--- src/rtl/hex_pkg.sv ---
// Shared segment constants, controller state encoding and an elaboration-time
// power-of-ten helper for the hex/decimal display controller.
package hex_pkg;

   localparam logic [6:0] SEG_BLANK = 7'h7F;
   localparam logic [6:0] SEG_DASH  = 7'h3F;

   typedef enum logic [1:0] {IDLE, CONVERT, COMMIT} state_t;

   function automatic logic [63:0] pow10(input int n);
      logic [63:0] r;
      r = 64'd1;
      for (int i = 0; i < n; i++) r = r * 64'd10;
      return r;
   endfunction

endpackage

--- src/rtl/hex_display_ctrl_hexdriver.sv ---
// 4-bit nibble to active-low 7-segment pattern, segment order {g,f,e,d,c,b,a}.
module HexDriver (
   input  logic [3:0] digit,
   output logic [6:0] seg
);

   always_comb begin
      unique case (digit)
         4'h0: seg = 7'b1000000;
         4'h1: seg = 7'b1111001;
         4'h2: seg = 7'b0100100;
         4'h3: seg = 7'b0110000;
         4'h4: seg = 7'b0011001;
         4'h5: seg = 7'b0010010;
         4'h6: seg = 7'b0000010;
         4'h7: seg = 7'b1111000;
         4'h8: seg = 7'b0000000;
         4'h9: seg = 7'b0010000;
         4'hA: seg = 7'b0001000;
         4'hB: seg = 7'b0000011;
         4'hC: seg = 7'b1000110;
         4'hD: seg = 7'b0100001;
         4'hE: seg = 7'b0000110;
         default: seg = 7'b0001110;
      endcase
   end

endmodule

--- src/rtl/hex_display_ctrl.sv ---
// Captures a value, optionally converts it to BCD by double-dabble, commits the
// digit vector and drives NUM_DIGITS segment displays with blanking and blink.
module hex_display_ctrl
   import hex_pkg::*;
#(
   parameter int NUM_DIGITS = 6,
   parameter int DATA_W     = 20,
   parameter int BLINK_DIV  = 25_000_000
) (
   input  logic                    Clk,
   input  logic                    Reset,
   input  logic                    load,
   input  logic [DATA_W-1:0]       value,
   input  logic                    dec_mode,
   input  logic                    blank_lz,
   input  logic                    blink_en,
   output logic                    busy,
   output logic                    overflow,
   output logic [7*NUM_DIGITS-1:0] hex_out
);

   localparam int DW4 = 4 * NUM_DIGITS;
   localparam int CW  = $clog2(DATA_W + 1);
   localparam int BW  = (BLINK_DIV > 1) ? $clog2(BLINK_DIV) : 1;
   localparam logic [63:0] DEC_MAX = pow10(NUM_DIGITS) - 64'd1;

   state_t                       state;
   logic [DATA_W-1:0]            cap_val, sh;
   logic                         cap_dec;
   logic [CW-1:0]                bit_cnt;
   logic [NUM_DIGITS-1:0][3:0]   bcd, bcd_adj, bcd_nxt, dig_src, dig;
   logic [NUM_DIGITS-1:0]        lz_src, lz_mask;
   logic [NUM_DIGITS-1:0][6:0]   seg_raw;
   logic                         ovf_src, live, phase, seen;
   logic [BW-1:0]                blink_cnt;
   logic [63:0]                  val64;

   // Only the low NUM_DIGITS BCD digits are kept: carries only move upward,
   // so truncation never corrupts them and overflow is decided separately.
   always_comb begin
      bcd_adj = bcd;
      for (int i = 0; i < NUM_DIGITS; i++)
         if (bcd[i] >= 4'd5) bcd_adj[i] = bcd[i] + 4'd3;
      bcd_nxt = DW4'({bcd_adj, sh[DATA_W-1]});
   end

   always_comb begin
      val64   = 64'(cap_val);
      dig_src = cap_dec ? bcd : val64[DW4-1:0];
      ovf_src = cap_dec ? (val64 > DEC_MAX) : ((val64 >> DW4) != 64'd0);
      seen    = 1'b0;
      lz_src  = '0;
      for (int i = NUM_DIGITS - 1; i >= 1; i--) begin
         if (dig_src[i] != 4'd0) seen = 1'b1;
         lz_src[i] = !seen;
      end
   end

   always_ff @(posedge Clk) begin
      if (Reset) begin
         state    <= IDLE;
         busy     <= 1'b0;
         cap_val  <= '0;
         sh       <= '0;
         cap_dec  <= 1'b0;
         bit_cnt  <= '0;
         bcd      <= '0;
         dig      <= '0;
         lz_mask  <= '1;
         overflow <= 1'b0;
         live     <= 1'b0;
      end else begin
         case (state)
            IDLE: if (load) begin
               cap_val <= value;
               sh      <= value;
               cap_dec <= dec_mode;
               bcd     <= '0;
               bit_cnt <= '0;
               busy    <= 1'b1;
               state   <= dec_mode ? CONVERT : COMMIT;
            end
            CONVERT: begin
               bcd     <= bcd_nxt;
               sh      <= sh << 1;
               bit_cnt <= bit_cnt + CW'(1);
               if (bit_cnt == CW'(DATA_W - 1)) state <= COMMIT;
            end
            COMMIT: begin
               dig      <= dig_src;
               overflow <= ovf_src;
               lz_mask  <= lz_src;
               live     <= 1'b1;
               busy     <= 1'b0;
               state    <= IDLE;
            end
            default: begin
               busy  <= 1'b0;
               state <= IDLE;
            end
         endcase
      end
   end

   always_ff @(posedge Clk) begin
      if (Reset) begin
         blink_cnt <= '0;
         phase     <= 1'b1;
      end else if (blink_cnt == BW'(BLINK_DIV - 1)) begin
         blink_cnt <= '0;
         phase     <= ~phase;
      end else begin
         blink_cnt <= blink_cnt + BW'(1);
      end
   end

   // Blink and "nothing committed yet" beat dashes; dashes beat zero blanking.
   for (genvar g = 0; g < NUM_DIGITS; g++) begin : g_dig
      HexDriver u_drv (
         .digit (dig[g]),
         .seg   (seg_raw[g])
      );
      assign hex_out[7*g +: 7] = ((blink_en && !phase) || !live) ? SEG_BLANK :
                                 overflow                        ? SEG_DASH  :
                                 (blank_lz && lz_mask[g])        ? SEG_BLANK :
                                                                   seg_raw[g];
   end

endmodule

--- config.mk ---
export PLATFORM = sky130hd
export DESIGN_NAME = hex_display_ctrl
export DESIGN_NICKNAME = d
export VERILOG_FILES = /design/src/rtl/hex_pkg.sv /design/src/rtl/hex_display_ctrl_hexdriver.sv /design/src/rtl/hex_display_ctrl.sv
export SDC_FILE = /design/constraint.sdc
export NUM_CORES = 1
export LEC_CHECK = 0
export ABC_AREA = 1
export CORE_AREA = 2 2 178 93
export CTS_CLUSTER_SIZE = 24
export DETAILED_ROUTE_END_ITERATION = 8
export DIE_AREA = 0 0 180 95
export PLACE_DENSITY = 0.79
export SKIP_LAST_GASP = 1
export SYNTH_ARGS = -nofsm -noshare
export SYNTH_HDL_FRONTEND = slang
export SYNTH_SLANG_ARGS = --single-unit
export TNS_END_PERCENT = 1
--- constraint.sdc ---
create_clock -name Clk -period 3.8 [get_ports Clk]
set_input_delay 1.14 -clock Clk [delete_from_list [all_inputs] [get_ports Clk]]
set_output_delay 1.14 -clock Clk [all_outputs]
set_load 0.01 [all_outputs]
== Yosys cells after proc, flatten, opt, wreduce, memory -nomap -nowiden ==
Memory sizes are Yosys's and may differ from the RTL's. A register that Yosys moved wholly into a read port is not among the register bits.
Cells that the tools add are included.

* Add/subtract/negate cells: 8
* Magnitude comparators: 7
* Equality and inequality tests: 6
* Muxes and demuxes: 55
* Bitwise logic cells: 2
* Reduce and logical (&&, ||, !) cells: 27

{| class="wikitable"
|+ Operators by type and width
! cell !! count
|-
| two-way mux 7 bit || 18
|-
| two-way mux 4 bit || 17
|-
| two-way mux 24 bit || 2
|-
| one-hot mux 24 bit (2 select lines) || 1
|-
| one-hot mux 20 bit (2 select lines) || 1
|-
| adder 25 x 1 -> 25 bit, second input constant || 1
|-
| equality test 25 bit, second input constant || 1
|-
| greater-or-equal comparator 4 x 3 -> 1 bit, second input constant || 6
|-
| adder 4 x 2 -> 4 bit, second input constant || 5
|-
| > comparator 20 bit, second input constant || 1
|-
| two-way mux 20 bit || 1
|-
| nonzero test 4 bit || 5
|-
| one-hot mux 5 bit (2 select lines) || 1
|-
| AND reduction 2 bit || 4
|-
| logical AND 1 bit || 7
|-
| logical NOT 1 bit || 7
|-
| two-way mux 1 bit || 7
|-
| two-way mux 2 bit || 3
|-
| adder 5 x 1 -> 5 bit, second input constant || 1
|-
| equality test 5 bit, second input constant || 1
|-
| two-way mux 5 bit || 1
|-
| != test 2 bit, second input constant || 2
|-
| one-hot mux 2 bit (2 select lines) || 1
|-
| adder 3 x 2 -> 3 bit, second input constant || 1
|-
| 9 further kinds || 10
|}

* Register bits: 131
* Memory bits (read-only): 672
* Input bits: 26
* Output and inout bits: 44
* Logic and storage cells: 134
* Memories kept: 6

{| class="wikitable"
|+ Memories
! name !! depth !! bits a word !! read ports !! clocked after Yosys merged registers in !! write ports !! line !! text
|-
| (name not given) || 16 || 7 || 1 || 1 || 0 || hex_display_ctrl_hexdriver.sv:8 || <nowiki>unique case (digit)</nowiki>
|-
| (name not given) || 16 || 7 || 1 || 1 || 0 || hex_display_ctrl_hexdriver.sv:8 ||
|-
| (name not given) || 16 || 7 || 1 || 1 || 0 || hex_display_ctrl_hexdriver.sv:8 ||
|-
| (name not given) || 16 || 7 || 1 || 1 || 0 || hex_display_ctrl_hexdriver.sv:8 ||
|-
| (name not given) || 16 || 7 || 1 || 1 || 0 || hex_display_ctrl_hexdriver.sv:8 ||
|-
| (name not given) || 16 || 7 || 1 || 1 || 0 || hex_display_ctrl_hexdriver.sv:8 ||
|}

== Logic depth before layout (Yosys ltp) ==
Gate-level depths: netlist of the first run.

* Word-level depth: 8
* Mapped depth: 15
* Mapped depth without buffers: 14

== Modules after synthesis ==
Synthesis of the first run repeated with hierarchy kept, for this count alone.

* Cell total of the unflattened synthesis: 1,267
* Area total of the unflattened synthesis: 8,187.9 µm²

{| class="wikitable"
|+ By module, submodules not included
! module !! instances !! cells each !! area an instance (µm²) !! sequential area each (µm²)
|-
| hex_display_ctrl || 1 || 973 || 6,543.8 || 2,622.5
|-
| HexDriver || 6 || 49 || 274.0 || 0.0
|}

== Least setup slack after synthesis of the first run ==
Ideal clock, no wire load.

* Path type: input-to-output
* Start: in blink_en
* End: out hex_out[10]
* Arrival time: 2.090 ns
* Required time: 2.660 ns
* Path slack: 0.570 ns
* Stages: 5
* Path buffers: 1
* Path through: a21oi_4 -> inv_1 -> buf_2 -> nor3_1 -> nand2_1

* Longest elaborated chain between the ends: 3

{| class="wikitable"
|+ RTL lines
! item !! line !! text
|-
| start: declaration || hex_display_ctrl.sv:16 || <nowiki>input logic blink_en,</nowiki>
|-
| logical AND 1 bit || hex_display_ctrl.sv:123 || <nowiki>assign hex_out[7*g +: 7] = ((blink_en && !phase) || !live) ? SEG_BLANK :</nowiki>
|-
| logical OR 1 bit || hex_display_ctrl.sv:123 ||
|-
| two-way mux 7 bit || hex_display_ctrl.sv:123 ||
|-
| end: declaration || hex_display_ctrl.sv:19 || <nowiki>output logic [7*NUM_DIGITS-1:0] hex_out</nowiki>
|}

Every way passes these cells.

== Worst setup path in the final report of the first run ==
* Start: in blink_en
* End: out hex_out[29]

The elaborated chain is that of the path after synthesis.

==> results of run 1 <==
==> what timing repair did <==
action,4_1_cts,5_1_grt
pin swaps,4,0
hold buffers,0,0
setup buffers,6,0
setup endpoints to repair,38,20
gates cloned,0,0
resized for setup,31,0
==> area by class of cell <==
class / instances / area, µm² / share of cell area [%]
well taps: 210 / 262.8 / 2.497
multi-input cells: 953 / 4728 / 44.94
flip-flops and latches: 173 / 3463 / 32.92
clock buffers: 19 / 442.9 / 4.210
clock inverters: 13 / 153.9 / 1.463
repair buffers: 90 / 850.8 / 8.087
inverters: 164 / 619.3 / 5.887
==> through the flow <==
| step | std cells | total power (µW) | utilization, % | setup WS (ps) | setup TNS (ps) |
|---|---|---|---|---|---|
| 4_1_cts | 1622 | 4564 | 66.88 | -18.88 | -126.2 |
| 3_5_place_dp | 1584 | 2783 | 62.53 | -448.7 | -11970 |
| 5_1_grt | 1622 | 4773 | 66.88 | -122.7 | -1470 |
| 6_report | 1622 | 4573 | 66.88 | -18.87 | -36.33 |
| 2_1_floorplan | 1331 | 2553 | - | 569.6 | 0 |
| 3_3_place_gp | 1584 | 2766 | 62.53 | -362.1 | -10380 |
==> layout by cell type, fill, tap and decap left out, drive strengths merged, types with 2 or more instances in the layout <==
master,Yosys,final
nor3,8,8
nand3b,5,5
o211ai,6,6
a21o,3,3
o21ai,67,67
or2,2,2
o22ai,11,11
nand3,92,92
inv,164,169
a31oi,18,18
ha,50,50
dlygate4sd2,0,20
xnor2,6,6
clkbuf,9,19
clkinvlp,0,4
xor2,8,8
clkdlybuf4s50,0,48
nor2,110,110
nand2,483,483
dfxtp,173,173
clkinv,0,2
nand4,11,11
bufinv,0,2
a21oi,70,70
buf,32,22
==> state kept, by name (all words and copies together) (netlist names) <==
name	flops
g_dig.u_drv.seg	42
blink_cnt	25
bcd	24
dig	24
cap_val	20
sh	20
lz_mask	6
bit_cnt	5
state	2
busy	1
cap_dec	1
live	1
overflow	1
phase	1
==> per-layer routing <==
metal / GRT usage, % / share of wire (%) / vias to the layer above
li1: - / - / 4336
met1: 40.20 / 52 / 3859
met2: 38.67 / 38 / 314
met3: 7.636 / 8.6 / 29
met4: 6.436 / 1.1 / 0
met5: 0 / 0 / -
==> worst min-delay path, cell delays in order (launching register included) <==
cell,delay [ps]
dfxtp_1,310
nand2_1,60
nand2_1,40
==> worst paths after layout <==
path              cells after the start                     to
setup / recovery                      9            hex_out[29]
hold / removal                        2             lz_mask[0]
setup reg to reg                     11  g_dig[3].u_drv.seg[3]
hold reg to reg                       2             lz_mask[0]
==> where the power goes <==
part           switching [µW]  internal (µW)  leakage (µW)  total [µW]
registers                66.0           1950       0.00141        2020
logic                     495            260       0.00285         755
clock network             795           1000      0.000285        1800
==> logic make-up after synthesis <==
logic type      Yosys count  synth area share (%)
xor+xnor                 14                 1.362
flops                   173                 38.48
fa+ha+maj                50                 6.951
simple gates            711                 32.36
buf+inv                 205                 9.495
compound gates          178                 11.34
==> results.ini, run 1 <==
[outcome]
outcome=finished with violations
failed_checks=negative setup slack

[critical_path]
cp-end-kind=output pin
cp_common_cell=dlygate4sd2_1
crit_path_cell_trace=dlygate4sd2_1 -> a21oi_4 -> clkinvlp_4 -> buf_12 -> buf_6 -> nor3_4 -> buf_4 -> nand2_1 -> dlygate4sd2_1
max_stage_delay_ps=270
slowest_stage=dlygate4sd2_1
critPathBufInv=6
critical_path_class=in2out
r2r_start=state[1]
required_ps=2660
startpoint=blink_en
crit_path_start_kind=input port
reg2reg_slack_ps=1270
critPathTopFamily=buffers and inverters
path_max_fanout=5
crit_arrival_ps=2680

[sta]
rsz0062_at_grt=yes
fmax_mhz=261.9
finalCritPeriodShare_pct=100.5
worst_pin_slew_ps=856.7
relSlewSlack_pct=42.75
skew_ps=10.01
whs_ps=449.7
maxSlewViolCount=0
finalSetupViolCount=2
hold_viol=0
setup_ws_ps=-18.87
fin_crit_ps=3819

[drt]
ant_nets=0
first_pass_iters=7
drt_wl_total_mm=22.29
wire_per_inst_um=13.74
vias=8538
drc_errors=0
drt_iter0_drc=766
vias_per_cell=5.264

[synthesis]
synth_top_cell_by_area=dfxtp_1
synth_edf_count=0
synth_area_leaders=dfxtp_1 (38%), nand2_1 (20%), ha_1 (7.0%)
synth_flop_cell=dfxtp_1
syn-num-nets=1407
ys_warn_count=0
synth-seq-cells=173
synth_top_cell_area_share_pct=38.48
seq_area_frac_synth_pct=38.48
async_flop_share_pct=0
yosysMostFrequentCell=nand2_1
synth.distinct_cells=35
syn_area_um2=9000
synth_cells=1331
avgSynthCellArea_um2=6.762
yosys-top-cells-count=nand2_1 (473), dfxtp_1 (173), inv_1 (153)

[min_path]
min-delay-start=lz_mask[0]
hold_path.class=reg2reg

[grt]
grt.overflow.total=0
antenna_found_initial=0
grt_pass1_vias=7608
grt_first_pass_wirelength_mm=37.38
grt_max_degree=49
grt_usage_pct=27.16

[clock_network]
htreeDepth=4
cts_root_buf=clkbuf_16
clkSlewWorstSetupHoldPaths_ps=70
cts_buffers=17
clock_sinks=173
worstSkewPairLatency_ps=430
cts_tree=built
clockBufferDepth=2

[run]
max-cap-violations=0

[floorplanning]
core_area_um2=15730
placementRows=33
num_io_pins=70
initial_core_util_pct=57.21
die_h_um=95
dieArea_um2=17100
chipWidth_um=180

[layout]
nets=1475
stdcell_area_um2=10520
nFillCells=1364
syn_to_final_growth_pct=16.90
drive_gt1_share_pct=6.941
num_antenna_cells=0

[placement]
io_buffer_count=69
routabilityCongestion=0.9052
dp_hpwl_mm=15.87
dpl_cell_area_um2=9837

[power_and_ir_drop]
ir_drop_uv=339.8
p_per_area_nw_per_um2=434.7
power.leakage_uw=0.004543

No activity file was read; power rests on OpenSTA's default activity.
==> inputs of run 2 (changes only) <==
--- a/config.mk
+++ b/config.mk
@@ -6,11 +6,13 @@
 export NUM_CORES = 1
 export LEC_CHECK = 0
 export ABC_AREA = 1
-export CORE_AREA = 2 2 178 93
+export CELL_PAD_IN_SITES_DETAIL_PLACEMENT = 1
+export CELL_PAD_IN_SITES_GLOBAL_PLACEMENT = 2
+export CORE_AREA = 2 2 230 119
 export CTS_CLUSTER_SIZE = 24
 export DETAILED_ROUTE_END_ITERATION = 8
-export DIE_AREA = 0 0 180 95
-export PLACE_DENSITY = 0.79
+export DIE_AREA = 0 0 232 121
+export PLACE_DENSITY = 0.84
 export SKIP_LAST_GASP = 1
 export SYNTH_ARGS = -nofsm -noshare
 export SYNTH_HDL_FRONTEND = slang
==> results.ini, run 2 (synthesized netlist as in run 1, its figures left out) <==
[sta]
fin_crit_ps=3974  ; was 3819 ps
rsz0062_at_grt=yes  ; unchanged
finalCritPeriodShare_pct=104.6  ; was 100.5%
finalSetupViolCount=36  ; was 2
skew_ps=7.932  ; was 10.01 ps
setup_ws_ps=-174.3  ; was -18.87 ps
worst_pin_slew_ps=834.5  ; was 856.7 ps
fmax_mhz=251.6  ; was 261.9 MHz
maxSlewViolCount=0  ; unchanged
hold_viol=0  ; unchanged
relSlewSlack_pct=44.29  ; was 42.75%

[layout]
multi_input_area_um2=4728  ; unchanged
num_antenna_cells=0  ; unchanged
final_cell_mix=nand2_1 (473), dfxtp_1 (173), inv_1 (152)  ; unchanged
drive_gt1_share_pct=6.879  ; was 6.941%
seqCellArea_um2=3463  ; unchanged
final_common_cell=nand2_1  ; unchanged
syn_to_final_growth_pct=18.88  ; was 16.90%
nets=1473  ; was 1475
finalNonFillerCells=1762  ; was 1622
largest_register_ffs=42  ; unchanged
nFillCells=3343  ; was 1364

[clock_network]
cts_tree=built  ; unchanged
clkSlewWorstSetupHoldPaths_ps=60  ; was 70 ps
cts_buffers=17  ; unchanged
cts_root_buf=clkbuf_16  ; unchanged
htreeDepth=4  ; unchanged
clockBufferDepth=2  ; unchanged
worstSkewPairLatency_ps=450  ; was 430 ps
clock_sinks=173  ; unchanged

[placement]
routabilityCongestion=0.8171  ; was 0.9052
dp_slack_ps=-586.2  ; was -448.7 ps
dp_hpwl_mm=20.63  ; was 15.87 mm
io_buffer_count=69  ; unchanged
place_inst=1726  ; was 1584

[critical_path]
max_stage_delay_ps=480  ; was 270 ps
r2r_start=cap_dec  ; was state[1]
crit_arrival_ps=2830  ; was 2680 ps
crit_path_start_kind=input port  ; unchanged
reg2reg_slack_ps=1260  ; was 1270 ps
slowest_stage=clkdlybuf4s50_1  ; was dlygate4sd2_1
cp-end-kind=output pin  ; unchanged
cp_common_cell=clkdlybuf4s50_1  ; was dlygate4sd2_1
r2r-end=g_dig[0].u_drv.seg[5]  ; was g_dig[3].u_drv.seg[3]
critical_path_class=in2out  ; unchanged
worstRegToRegCells=11  ; unchanged
path_max_fanout=7  ; was 5
crit_path_cell_trace=clkdlybuf4s50_1 -> a21oi_4 -> inv_4 -> buf_6 -> nor3_4 -> nand2_1 -> clkdlybuf4s50_1  ; was dlygate4sd2_1 -> a21oi_4 -> clkinvlp_4 -> buf_12 -> buf_6 -> nor3_4 -> buf_4 -> nand2_1 -> dlygate4sd2_1
required_ps=2660  ; about the same

[floorplanning]
dieArea_um2=28070  ; was 17100 µm²
num_io_pins=70  ; unchanged
die_h_um=121  ; was 95 µm
initial_core_util_pct=34.60  ; was 57.21%
chipWidth_um=232  ; was 180 µm
core_area_um2=26010  ; was 15730 µm²
placementRows=42  ; was 33

[run]
max-cap-violations=0  ; unchanged

[outcome]
failed_checks=negative setup slack  ; unchanged
outcome=finished with violations  ; unchanged

[grt]
grt.busiest_layer=met1  ; unchanged
grt.overflow.total=0  ; unchanged
use_met2_pct=26.64  ; was 38.67%
use_met3_pct=4.464  ; was 7.636%
grt_usage_pct=20.35  ; was 27.16%
gr-usage-met1_pct=32.67  ; was 40.20%
grt_max_degree=89  ; was 49
antenna_found_initial=0  ; unchanged
grt_pass1_vias=8298  ; was 7608
grt_first_pass_wirelength_mm=44.59  ; was 37.38 mm

[min_path]
hold_path.class=reg2reg  ; unchanged
min_path_cells=2  ; unchanged
min-delay-start=phase  ; was lz_mask[0]
hold_end=phase  ; was lz_mask[0]

[drt]
wire_per_inst_um=15.66  ; was 13.74 µm
ant_nets=0  ; unchanged
drt_iter0_drc=484  ; was 766
drc_errors=0  ; unchanged
vias_per_cell=4.850  ; was 5.264
drt_wl_total_mm=27.60  ; was 22.29 mm
vias=8545  ; was 8538
first_pass_iters=4  ; was 7

[power_and_ir_drop]
p_per_area_nw_per_um2=432.5  ; was 434.7 nW/µm²
ir_drop_uv=330.2  ; was 339.8 µV
power.leakage_uw=0.004555  ; was 0.004543 µW

-- run 2: what timing repair did --
item | 4_1_cts | 5_1_grt
pin swaps | 3 | 2
hold buffers | 0 | 0
gates resized for setup | 21 | 4
endpoints found under the setup margin | 38 | 42
buffers inserted | 3 | 1
-- run 2: layout make-up --
class	count	share of cell area (%)
Clock buffer	22	4.619
Tap cell	352	4.116
Multi-Input combinational cell	953	44.19
Timing Repair Buffer	88	7.882
Clock inverter	10	1.041
Inverter	164	5.777
Sequential cell	173	32.37
-- run 2: how the worst max path moves through the flow --
stage / from / end / slack [ps] / cells after the start
after detailed placement: blink_en / hex_out[11] / -590 / 6
after global placement: blink_en / hex_out[11] / -520 / 6
after CTS: blink_en / hex_out[30] / -190 / 7
after floorplan: blink_en / hex_out[10] / 570 / 5
after global routing: blink_en / hex_out[25] / -290 / 7
final: blink_en / hex_out[25] / -170 / 7
-- run 2: per-stage QoR --
step | power [µW] | hold WS (ps) | TNS, ps | utilization [%] | cell area [µm²]
floorplan | 2553 | 418.7 | 0 | - | 9000
global placement | 2811 | 439.1 | -12240 | 38.50 | 10010
detailed placement | 2831 | 444.9 | -13690 | 38.50 | 10010
CTS | 4673 | 461.7 | -4187 | 41.05 | 10680
global route | 4854 | 489.8 | -7398 | 41.13 | 10700
finish | 4627 | 456.5 | -2949 | 41.13 | 10700
-- run 2: critical path, delay by kind of cell --
family | cells | cell delay [ps]
AO/OA/AOI/OAI | 1 | 180
buffers and inverters | 4 | 1180
AND/OR/NAND/NOR | 2 | 330
-- run 2: power by group --
part	switching, µW	leakage (µW)	total, µW	internal, µW
clock	775	0.000294	1830	1050
combinational	521	0.00285	779	258
sequential	68.1	0.00141	2020	1950
total	1360	0.00456	4630	3260
-- run 2: per-layer routing --
metal	share of wire [%]	up-vias
met5	0	-
met4	0.66	0
met3	3.8	14
met2	37	125
met1	59	4076
li1	-	4330
==> inputs of run 3 (changes only) <==
--- a/config.mk
+++ b/config.mk
@@ -12,7 +12,9 @@
 export CTS_CLUSTER_SIZE = 24
 export DETAILED_ROUTE_END_ITERATION = 8
 export DIE_AREA = 0 0 232 121
+export MAX_ROUTING_LAYER = met4
 export PLACE_DENSITY = 0.84
+export RECOVER_POWER = 50
 export SKIP_LAST_GASP = 1
 export SYNTH_ARGS = -nofsm -noshare
 export SYNTH_HDL_FRONTEND = slang
==> results.ini, run 3 (synthesized netlist as in run 1, its figures left out) <==
[outcome]
failed_checks=max-capacitance violations, max-slew violations, negative setup slack  ; was negative setup slack
outcome=finished with violations  ; unchanged

[power_and_ir_drop]
ir_drop_uv=329.0  ; was 330.2 µV
p_per_area_nw_per_um2=434.7  ; was 432.5 nW/µm²
power.leakage_uw=0.004542  ; was 0.004555 µW
power.total_uw=4616  ; was 4627 µW

[grt]
antenna_found_initial=0  ; unchanged
grt.overflow.total=0  ; unchanged
grt_usage_pct=20.92  ; was 20.35%
grt_max_degree=89  ; unchanged
grt_pass1_vias=8297  ; was 8298
grt_first_pass_wirelength_mm=44.58  ; was 44.59 mm

[placement]
io_buffer_count=69  ; unchanged
place_inst=1726  ; unchanged
routabilityCongestion=0.8293  ; was 0.8171
dp_hpwl_mm=20.63  ; unchanged
dpl_cell_area_um2=10010  ; unchanged

[drt]
drt_wl_total_mm=27.55  ; was 27.60 mm
ant_nets=0  ; unchanged
vias_per_cell=4.821  ; was 4.850
first_pass_iters=5  ; was 4
vias=8494  ; was 8545
drc_errors=0  ; unchanged
wire_per_inst_um=15.64  ; was 15.66 µm
drt_iter0_drc=472  ; was 484

[layout]
finalNonFillerCells=1762  ; unchanged
final_cell_mix=nand2_1 (476), dfxtp_1 (173), inv_1 (158)  ; was nand2_1 (473), dfxtp_1 (173), inv_1 (152)
drive_gt1_share_pct=5.390  ; was 6.879%
syn_to_final_growth_pct=17.99  ; was 18.88%
stdcell_area_um2=10620  ; was 10700 µm²
final_common_cell=nand2_1  ; unchanged
multi_input_area_um2=4676  ; was 4728 µm²
seqCellArea_um2=3463  ; unchanged
largest_register_ffs=42  ; unchanged
num_antenna_cells=0  ; unchanged
utilization_pct=40.82  ; was 41.13%
nFillCells=3355  ; was 3343
nets=1473  ; unchanged

[floorplanning]
core_area_um2=26010  ; unchanged
die_h_um=121  ; unchanged
chipWidth_um=232  ; unchanged
initial_core_util_pct=34.60  ; unchanged
placementRows=42  ; unchanged
num_io_pins=70  ; unchanged
dieArea_um2=28070  ; unchanged

[critical_path]
cp-end-kind=output pin  ; unchanged
critical_path_class=in2out  ; unchanged
startpoint=blink_en  ; unchanged
crit_path_start_kind=input port  ; unchanged
worstRegToRegCells=11  ; unchanged
r2r-end=g_dig[0].u_drv.seg[5]  ; unchanged
crit_end=hex_out[25]  ; unchanged
reg2reg_slack_ps=270  ; was 1260 ps
path_max_fanout=7  ; unchanged
crit_arrival_ps=2840  ; was 2830 ps
r2r_start=cap_dec  ; unchanged
required_ps=2660  ; about the same

[run]
max-cap-violations=1  ; was 0

[clock_network]
worstSkewPairLatency_ps=450  ; about the same
cts_tree=built  ; unchanged
cts_root_buf=clkbuf_16  ; unchanged
clock_sinks=173  ; unchanged
clockBufferDepth=2  ; unchanged
htreeDepth=4  ; unchanged
cts_buffers=17  ; unchanged
clkSlewWorstSetupHoldPaths_ps=60  ; about the same

[sta]
finalSetupViolCount=36  ; unchanged
finalCritPeriodShare_pct=104.7  ; was 104.6%
fmax_mhz=251.4  ; was 251.6 MHz
worst_pin_slew_ps=2054  ; was 834.5 ps
hold_viol=0  ; unchanged
setup_ws_ps=-177.9  ; was -174.3 ps
relSlewSlack_pct=-36.94  ; was 44.29%
fin_crit_ps=3978  ; was 3974 ps
skew_ps=8.707  ; was 7.932 ps
maxSlewViolCount=89  ; was 0
rsz0062_at_grt=yes  ; unchanged
tns_ps=-3038  ; was -2949 ps

[min_path]
hold_path.class=reg2reg  ; unchanged

[run 3: stage by stage]
| step | setup WS (ps) | hold WS, ps |
|---|---|---|
| floorplan | 569.6 | 418.7 |
| global placement | -518.6 | 439.1 |
| detailed placement | -586.2 | 444.9 |
| CTS | -189.6 | 461.7 |
| global route | -288.1 | 489.2 |
| finish | -177.9 | 457.0 |
[run 3: how the worst min path moves through the flow]
stage                           from          to  slack [ps]  depth (start not counted)
final                          phase       phase         460                          2
after global routing           phase       phase         490                          2
after CTS                 lz_mask[0]  lz_mask[0]         460                          2
after detailed placement       phase       phase         440                          2
after global placement         phase       phase         440                          2
after floorplan           lz_mask[0]  lz_mask[0]         420                          2
[run 3: critical path, stage by stage]
cell and delay, ps:
clkdlybuf4s50_1 440, a21oi_4 180, inv_4 90, buf_6 170, nor3_4 250, nand2_1 80
clkdlybuf4s50_1 480
[run 3: repair_timing]
action | in CTS | in global routing
endpoints found under the hold margin | 0 | 0
pin swaps | 3 | 2
gates resized for setup | 21 | 4
setup buffers | 3 | 1
hold buffers | 0 | 0
endpoints found under the setup margin | 38 | 42
[run 3: layer usage]
metal | global-route usage (%) | part of all wire, % | up-vias
met5 | - | 0 | -
met4 | 4.447 | 0.72 | 0
met3 | 4.394 | 4.3 | 14
met2 | 26.55 | 36 | 139
met1 | 32.75 | 59 | 4013
li1 | - | - | 4328
[run 3: where the power goes]
| group | total (µW) | internal (µW) | switching (µW) |
|---|---|---|---|
| clock network | 1830 | 1050 | 780 |
| logic | 763 | 250 | 513 |
| registers | 2020 | 1950 | 67.8 |
| total | 4620 | 3260 | 1360 |
[run 3: cell type report]
class                           instances  area share (%)
Clock inverter                         10           1.049
Multi-Input combinational cell        953           44.03
Inverter                              164           5.821
Clock buffer                           22           4.654
Tap cell                              352           4.148
Sequential cell                       173           32.61
Timing Repair Buffer                   88           7.682
